--- config.mk ---
export PLATFORM = sky130hd
export DESIGN_NAME = cache_mem_arbiter
export DESIGN_NICKNAME = d
export VERILOG_FILES = /design/src/rtl/cpu_types_pkg.sv /design/src/rtl/cache_mem_arbiter.sv
export SDC_FILE = /design/constraint.sdc
export NUM_CORES = 1
export LEC_CHECK = 0
export ABC_AREA = 0
export CAP_MARGIN = 20
export CORE_MARGIN = 2
export CORE_UTILIZATION = 35
export DETAILED_ROUTE_END_ITERATION = 6
export PLACE_DENSITY = 0.7
export SLEW_MARGIN = 10
export SYNTH_ARGS = -nofsm -noshare
export SYNTH_HDL_FRONTEND = slang
export SYNTH_SLANG_ARGS = --single-unit
export TNS_END_PERCENT = 30
--- constraint.sdc ---
create_clock -name CLK -period 2.3 [get_ports CLK]
set_input_delay 0.345 -clock CLK [delete_from_list [all_inputs] [get_ports CLK]]
set_output_delay 0.345 -clock CLK [all_outputs]
set_load 0.1 [all_outputs]
--- src/rtl/cpu_types_pkg.sv ---
// Shared types for the cache/memory protocol.
//   word_t      : 32-bit address/data word
//   ramstate_t  : state reported by the RAM port
//   arb_state_t : cache_mem_arbiter FSM states
package cpu_types_pkg;

    typedef logic [31:0] word_t;

    typedef enum logic [1:0] {
        FREE   = 2'd0,
        BUSY   = 2'd1,
        ACCESS = 2'd2,
        ERROR  = 2'd3
    } ramstate_t;

    typedef enum logic [2:0] {
        IDLE,
        I_ACC,
        D_RD,
        D_WR,
        RESP_I,
        RESP_D
    } arb_state_t;

endpackage

--- src/rtl/cache_mem_arbiter.sv ---
// Memory-side responder that arbitrates the icache and dcache ports onto one
// shared RAM port.
//   CLK, nRST               : clock (rising edge), synchronous active-low reset
//   iREN, iaddr             : instruction read request, held until iwait low
//   iwait, iload            : one-cycle-low completion pulse and read data
//   dREN, dWEN, daddr,
//   dstore                  : data read/write request, held until dwait low
//   dwait, dload            : one-cycle-low completion pulse and read data
//   ramREN, ramWEN, ramaddr,
//   ramstore                : RAM strobes, address and write data
//   ramload, ramstate       : RAM read data and status (FREE/BUSY/ACCESS/ERROR)
//   err                     : sticky RAM error/timeout flag, cleared by reset
module cache_mem_arbiter
    import cpu_types_pkg::*;
#(
    parameter int unsigned STARVE_MAX = 4,
    parameter int unsigned TIMEOUT    = 255
) (
    input  logic        CLK,
    input  logic        nRST,
    input  logic        iREN,
    input  logic [31:0] iaddr,
    output logic        iwait,
    output logic [31:0] iload,
    input  logic        dREN,
    input  logic        dWEN,
    input  logic [31:0] daddr,
    input  logic [31:0] dstore,
    output logic        dwait,
    output logic [31:0] dload,
    output logic        ramREN,
    output logic        ramWEN,
    output logic [31:0] ramaddr,
    output logic [31:0] ramstore,
    input  logic [31:0] ramload,
    input  logic [1:0]  ramstate,
    output logic        err
);

    localparam int unsigned SW = $clog2(STARVE_MAX + 1);
    localparam int unsigned TW = $clog2(TIMEOUT + 1);

    arb_state_t  state;
    logic [SW-1:0] starve_cnt;
    logic [TW-1:0] tcnt;

    ramstate_t rs;
    logic      d_req;
    logic      d_win;
    logic      acc_done;
    logic      acc_fail;
    word_t     load_val;

    always_comb begin
        rs       = ramstate_t'(ramstate);
        d_req    = dREN | dWEN;
        // Data normally wins; a saturated starvation count hands the slot
        // to a waiting instruction fetch.
        d_win    = d_req && !((starve_cnt == SW'(STARVE_MAX)) && iREN);
        acc_done = (rs == ACCESS);
        // tcnt counts completed access cycles, so TIMEOUT-1 here means this
        // is the TIMEOUT-th cycle without ACCESS.
        acc_fail = (rs == ERROR) || (tcnt == TW'(TIMEOUT - 1));
        load_val = acc_done ? word_t'(ramload) : '0;
    end

    always_ff @(posedge CLK) begin
        if (!nRST) begin
            state      <= IDLE;
            iwait      <= 1'b1;
            dwait      <= 1'b1;
            iload      <= '0;
            dload      <= '0;
            ramREN     <= 1'b0;
            ramWEN     <= 1'b0;
            ramaddr    <= '0;
            ramstore   <= '0;
            err        <= 1'b0;
            starve_cnt <= '0;
            tcnt       <= '0;
        end else begin
            case (state)
                IDLE: begin
                    if (d_win) begin
                        // The RAM address/data registers double as the request
                        // latch, so later input changes cannot reach the RAM.
                        ramaddr  <= daddr;
                        ramstore <= dstore;
                        ramWEN   <= dWEN;
                        ramREN   <= ~dWEN;
                        state    <= dWEN ? D_WR : D_RD;
                        tcnt     <= '0;
                        if (iREN) begin
                            if (starve_cnt != SW'(STARVE_MAX))
                                starve_cnt <= starve_cnt + SW'(1);
                        end else begin
                            starve_cnt <= '0;
                        end
                    end else if (iREN) begin
                        ramaddr    <= iaddr;
                        ramstore   <= '0;
                        ramREN     <= 1'b1;
                        ramWEN     <= 1'b0;
                        state      <= I_ACC;
                        tcnt       <= '0;
                        starve_cnt <= '0;
                    end
                end

                I_ACC, D_RD, D_WR: begin
                    if (acc_done || acc_fail) begin
                        ramREN <= 1'b0;
                        ramWEN <= 1'b0;
                        if (!acc_done)
                            err <= 1'b1;
                        if (state == I_ACC) begin
                            iload <= load_val;
                            iwait <= 1'b0;
                            state <= RESP_I;
                        end else begin
                            dload <= load_val;
                            dwait <= 1'b0;
                            state <= RESP_D;
                        end
                    end else begin
                        tcnt <= tcnt + TW'(1);
                    end
                end

                RESP_I: begin
                    iwait <= 1'b1;
                    state <= IDLE;
                end

                RESP_D: begin
                    dwait <= 1'b1;
                    state <= IDLE;
                end

                default: state <= IDLE;
            endcase
        end
    end

endmodule

# Yosys cells after proc, flatten, opt, wreduce, memory -nomap -nowiden
# Cells that the tools add are included.
[totals]
register_bits = 147
inputBits = 135
output_inout_bits = 133
wordCells = 87
[op_classes]
addsub = 2
n_eq_ne = 16
mux = 32
bitwise_logic = 4
n_reduce_logical = 21
[op_table]
columns = ["cell", "count"]
rows = [
  ["$mux W32", 5],
  ["$mux W8", 3],
  ["$reduce_and A3 Y1", 8],
  ["$mux W3", 7],
  ["$pmux W8 S2", 1],
  ["$mux W1", 11],
  ["$eq A3 B3 Y1 const B", 3],
  ["$add A8 B1 Y8 const B", 1],
  ["$eq A8 B8 Y1 const B", 1],
  ["$ne A2 B2 Y1 const B", 4],
  ["$pmux W1 S2", 4],
  ["$reduce_bool A2 Y1", 4],
  ["$eq A3 B2 Y1 const B", 2],
  ["$ne A3 B3 Y1 const B", 2],
  ["$pmux W3 S2", 1],
  ["$eq A2 B2 Y1 const B", 2],
  ["$reduce_and A2 Y1", 2],
  ["$add A3 B1 Y3 const B", 1],
  ["$eq A3 B1 Y1 const B", 1],
  ["$logic_not A3 Y1", 1],
  ["$ne A3 B2 Y1 const B", 1],
  ["$not A1 Y1", 3],
  ["$reduce_or A3 Y1", 1],
  ["$logic_and A1 B1 Y1", 2],
  ["3 further kinds", 4],
]

# Longest topological paths before layout
[depth]
ltp_word = 6
ltp_mapped = 8
ltp_nobuf = 6

# Worst setup path before layout
# Ideal clock, no wire load.
[synth_path]
path_kind = "register -> register"
start = "register tcnt[0]"
end = "register tcnt[4]"
setup_time_ns = 0.070
t_arrival_ns = 1.665
required_time_ns = 2.230
path_slack_ns = 0.565
path_stages_with_launch = 7
path_buffers = 0
synth_period_minus_slack_ns = 1.735
path_cell_list = "dfxtp_1 -> inv_1 -> ha_1 -> and3_1 -> a21o_4 -> or4_1 -> a21oi_1"
[synth_via]
elab_chain_cells = 5
elab_cells_between_ends = 8
classes_between = "add/sub: 1; eq/ne: 2; mux: 2; reduce/logical: 3"
[synth_lines]
columns = ["element", "line_no", "text"]
rows = [
  ["from (decl)", "cache_mem_arbiter.sv:45", "logic [TW-1:0] tcnt;"],
  ["from (signal assigned)", "cache_mem_arbiter.sv:126", "tcnt <= tcnt + TW'(1);"],
  ["branches (longest 5 deep; another with $add A8 B1 Y8)", "--", ""],
]
# Several ways; the timed one is not identified. The select of a mux whose other input is x is not followed.
# A chain may end at the register's enable or synchronous reset.

# Final worst setup path
[layout_path]
start = "register tcnt[0]"
end = "register iload[12]"
[layout_via]
elab_chain_cells = 4
[layout_lines]
columns = ["element", "line_no", "text"]
rows = [
  ["$eq A8 B8 Y1", "cache_mem_arbiter.sv:63", "acc_fail = (rs == ERROR) || (tcnt == TW'(TIMEOUT - 1));"],
  ["$logic_or A1 B1 Y1", "cache_mem_arbiter.sv:63", ""],
  ["$logic_or A1 B1 Y1", "cache_mem_arbiter.sv:111", "if (acc_done || acc_fail) begin"],
  ["$reduce_and A3 Y1 (no source line)", "--", ""],
  ["to (signal assigned)", "cache_mem_arbiter.sv:117", "iload <= load_val;"],
  ["to (decl)", "cache_mem_arbiter.sv:24", "output logic [31:0] iload,"],
]
# Every way passes these cells.

==> results_tabular.tex <==
\begin{tabular}{lr}
\hline
Metric & Value \\
\hline
\multicolumn{2}{l}{\textbf{Run status}} \\
\quad Outcome & finished clean \\
\multicolumn{2}{l}{\textbf{Route}} \\
\quad Post-route DRC violation count & 0 \\
\quad Detail Route met3 WL & 1680 µm \\
\quad Number of detailed-routing iterations run before antenna repair & 4 \\
\quad Residual antenna-violating net count after detailed routing & 0 \\
\quad Wire length on met2 & 7680 µm \\
\quad DR vias & 5,227 \\
\quad DR vias/cell & 4.79 \\
\quad Top routing layer used & met4 \\
\quad Detailed router's first-iteration violation count & 208 \\
\quad WL/cell & 15.4 µm \\
\quad Met1 routed wirelength after detailed routing & 7160 µm \\
\quad Total Routed Length & 16,800 µm \\
\multicolumn{2}{l}{\textbf{Worst setup path}} \\
\quad Max incr delay on CP & 410 ps \\
\quad Critical path fanouts, max & 32 \\
\quad Endpoint required time on the critical path & 2640 ps \\
\quad Type of the worst setup path & flip-flop to flip-flop \\
\quad Kind of start point of the critical path & flip-flop \\
\quad Worst reg-to-reg path cell count & 7 \\
\quad Highest-delay cell along the critical path & dfxtp\_1 \\
\quad Launching element of the worst setup path & tcnt[0]\$\_SDFFE\_PN0P\_ \\
\quad Category of the worst setup path capture point & flip-flop \\
\quad Setup slack of the worst register-to-register path & 370 ps \\
\quad Data arrival at the endpoint of the critical path & 2270 ps \\
\quad FF-to-FF End & iload[12]\$\_SDFFE\_PN0P\_ \\
\quad Beginning of the worst register-to-register path & tcnt[0]\$\_SDFFE\_PN0P\_ \\
\quad Critical path cell sequence & inv\_1 > ha\_1 > and3\_1 > a21o\_4 > nand4b\_1 > buf\_12 > mux2i\_1 \\
\multicolumn{2}{l}{\textbf{STA}} \\
\quad Setup violations, final & 0 \\
\quad Hold Vio Cnt, Final & 0 \\
\quad Clock skew & 7.34 ps \\
\quad Final critical-path required period & 1930 ps \\
\quad Total negative slack for setup checks & 0 ps \\
\quad Unrepaired setup endpoints after global routing & false \\
\quad Portion of the clock cycle consumed by the worst path in the final layout & 84.0\% \\
\quad Slew at the pin closest to its max-slew limit & 566 ps \\
\quad Number of pins with negative max-slew slack in the final report & 0 \\
\quad Worst relative slew slack & 62.3\% \\
\quad FMAX & 518 MHz \\
\multicolumn{2}{l}{\textbf{Logic synthesis}} \\
\quad Nets in the synthesized netlist & 750 \\
\quad Proportion of synthesized chip area in sequential cells & 51.0\% \\
\quad Flip-flop and latch count after synthesis & 147 \\
\quad Proportion of netlist area held by the largest area contributor & 51.0\% \\
\quad Synth async-reset ratio & 0\% \\
\quad Area of the mapped netlist & 5770 µm² \\
\quad Cells taking the most area after synthesis & dfxtp\_1 51\%, mux2i\_1 11\%, nand2\_1 11\% \\
\quad Leading register cell type out of synthesis & dfxtp\_1 \\
\quad Cell variety after synth & 45 \\
\quad Cell taking the most area after synthesis & dfxtp\_1 \\
\quad Warning count from the yosys run & 0 \\
\quad Count of flip-flops with a built-in enable after synthesis & 0 \\
\quad Number of instances in the synthesized netlist & 611 \\
\quad Average size of a mapped cell & 9.45 µm² \\
\multicolumn{2}{l}{\textbf{Power and ir drop}} \\
\quad Peak supply drop & 471 µV \\
\quad Leakage & 3.76 nW \\
\quad Pwr per Cell Area & 904 nW/µm² \\
\multicolumn{2}{l}{\textbf{Floorplan}} \\
\quad Chip Width & 132 µm \\
\quad DIE HEIGHT & 132 µm \\
\quad Number of top-level pins & 268 \\
\quad Area of the core region & 16,000 µm² \\
\quad Area of the die & 17,500 µm² \\
\quad Core Rows & 46 \\
\quad Effective utilization at floorplan & 36.1\% \\
\multicolumn{2}{l}{\textbf{CTS}} \\
\quad Worst skew pair latency & 410 ps \\
\quad Cts bufs inserted & 17 \\
\quad Clock tree buffer depth & 2 \\
\quad Hold-fix buffer count after cts & 0 \\
\quad Clock input transition at the sequential cells of the worst setup and hold paths & 60 ps \\
\quad Sinks on Clock Net & 147 \\
\quad Post\_cts resized & 0 \\
\quad TritonCTS clock tree & yes \\
\quad \# H-tree levels & 4 \\
\quad Root buffer cell & clkbuf\_16 \\
\quad Post-CTS Setup Bufs & 0 \\
\multicolumn{2}{l}{\textbf{Placed design}} \\
\quad HPWL after DPL & 11,800 µm \\
\quad Last weighted congestion value of the routability-driven placer & 0.757 \\
\quad Port-buffer cells & 267 \\
\multicolumn{2}{l}{\textbf{Global routing}} \\
\quad GRT Total Usage & 18.9\% \\
\quad Number of antenna violations at the first check in global routing & 0 \\
\quad First-pass GRT wire length & 26,500 µm \\
\quad Maximum number of pins on one net before global-route repair & 66 \\
\quad Remaining global-route overflow & 0 \\
\quad Number of global-route vias before repair & 5,016 \\
\multicolumn{2}{l}{\textbf{Min path}} \\
\quad Start point of the worst min-delay path & nRST \\
\quad Type of the most critical hold path & primary input to flip-flop \\
\quad Terminating pin of the worst hold path & state[1]\$\_SDFFE\_PN0P\_ \\
\quad Number of cells on the worst hold path & 3 \\
\multicolumn{2}{l}{\textbf{Cells and area}} \\
\quad Synth-to-Final Area Change & 53.4\% \\
\quad Layout Nets & 1,002 \\
\quad Fraction of the core area covered by cells at the end of the flow & 55.4\% \\
\quad Area taken by flip-flops and latches & 2940 µm² \\
\quad Total area of multi-input combinational cells & 2530 µm² \\
\quad Count of filler cells inserted in the layout & 1,476 \\
\quad Fraction of layout instances using a drive strength above 1 & 21.8\% \\
\quad Number of diodes added for antenna fixing & 0 \\
\multicolumn{2}{l}{\textbf{Flow run}} \\
\quad MaxCap Viol Count & 0 \\
\hline
\end{tabular}
[worst max path at each step]
stage          slack, ps  cells after the start                       end
3_5_place_dp         200                      5  ramaddr[19]$_SDFFE_PN0P_
3_3_place_gp         290                      5  ramaddr[12]$_SDFFE_PN0P_
5_1_grt              230                      7    iload[22]$_SDFFE_PN0P_
4_1_cts              360                      7    iload[13]$_SDFFE_PN0P_
2_1_floorplan        560                      6      tcnt[4]$_SDFFE_PN0P_
6_report             370                      7    iload[12]$_SDFFE_PN0P_
[where the power goes]
part	leakage [nW]	total (W)	internal [W]	switching [W]
Clock	0.283	0.00278	0.00170	0.00108
Sequential	1.20	0.00285	0.00273	0.000118
Combinational	2.27	0.00237	0.000638	0.00173
[through the flow]
step	worst slack [ps]	hold slack (ps)	std cells	area (µm²)	power (W)
CTS	355	331	1092	8860	0.00810
detailed placement	198	449	1060	8270	0.00528
global placement	289	444	1060	8270	0.00527
finish	368	356	1092	8860	0.00800
global route	226	360	1092	8860	0.00830
floorplan	565	447	611	5770	0.00464
[cell type report]
type / count / area share [%]
timing repair buffer: 278 / 28.1
clock inverter: 13 / 1.79
sequential: 147 / 33.2
clock buffer: 19 / 4.89
inverter: 8 / 0.339
tap: 216 / 3.05
multi-input combinational: 411 / 28.6
[flip-flops by register name, summed over array words and instances, names as in the netlist]
name / cells
dload: 32
ramWEN: 1
err: 1
ramREN: 1
state: 3
iload: 32
starve_cnt: 3
dwait: 1
tcnt: 8
ramaddr: 32
ramstore: 32
iwait: 1
[critical path: cells and delay by family (launching register included)]
kind / cells / cell delay (ps)
AOI/OAI and AO/OA: 1 / 290
adders and majority gates: 1 / 180
buffers and inverters: 2 / 350
DFF: 1 / 410
muxes: 1 / 210
and+or+nand+nor: 2 / 410
[synth_stat cells, types with 3 or more instances]
master / number
a21oi_1: 10
buf_6: 10
clkbuf_1: 14
buf_2: 17
nand2b_1: 3
o21ai_0: 34
o21ai_1: 5
dfxtp_1: 147
a22o_1: 32
inv_1: 7
ha_1: 4
nand3_1: 5
o31ai_1: 6
mux2i_1: 64
a31oi_1: 36
nor2_1: 4
nor3_1: 6
nand2_1: 168
or4_1: 6
[kinds of logic (layout without fill, tap and decap cells)]
logic type / after synthesis / count (layout) / synth area share [%]
buffers and inverters: 53 / 318 / 5.29
AOI/OAI and AO/OA: 133 / 133 / 15.6
muxes: 64 / 64 / 11.1
and+or+nand+nor: 210 / 210 / 16.2
adders and majority gates: 4 / 4 / 0.867
DFF: 147 / 147 / 51.0
[per-layer routing]
layer / vias to the layer above / track usage [%]
met5: - / 0
met1: 2352 / 22.4
met2: 212 / 30.3
li1: 2641 / -
met3: 22 / 8.89
met4: 0 / 6.27
[layout by cell type (no fill, tap or decap), types with 4 or more instances in the layout]
master,synthesis,routed
a21oi_1,10,10
a22o_1,32,32
a31oi_1,36,36
buf_12,0,6
buf_4,2,138
clkbuf_16,0,17
clkdlybuf4s50_1,0,133
clkinv_2,0,4
dfxtp_1,147,147
ha_1,4,4
inv_1,7,7
mux2i_1,64,64
nand2_1,168,168
nand3_1,5,5
nor2_1,4,4
nor3_1,6,6
o21ai_0,34,34
o21ai_1,5,4
o31ai_1,6,6
or4_1,6,6
Power figures use the tool's default switching activity.
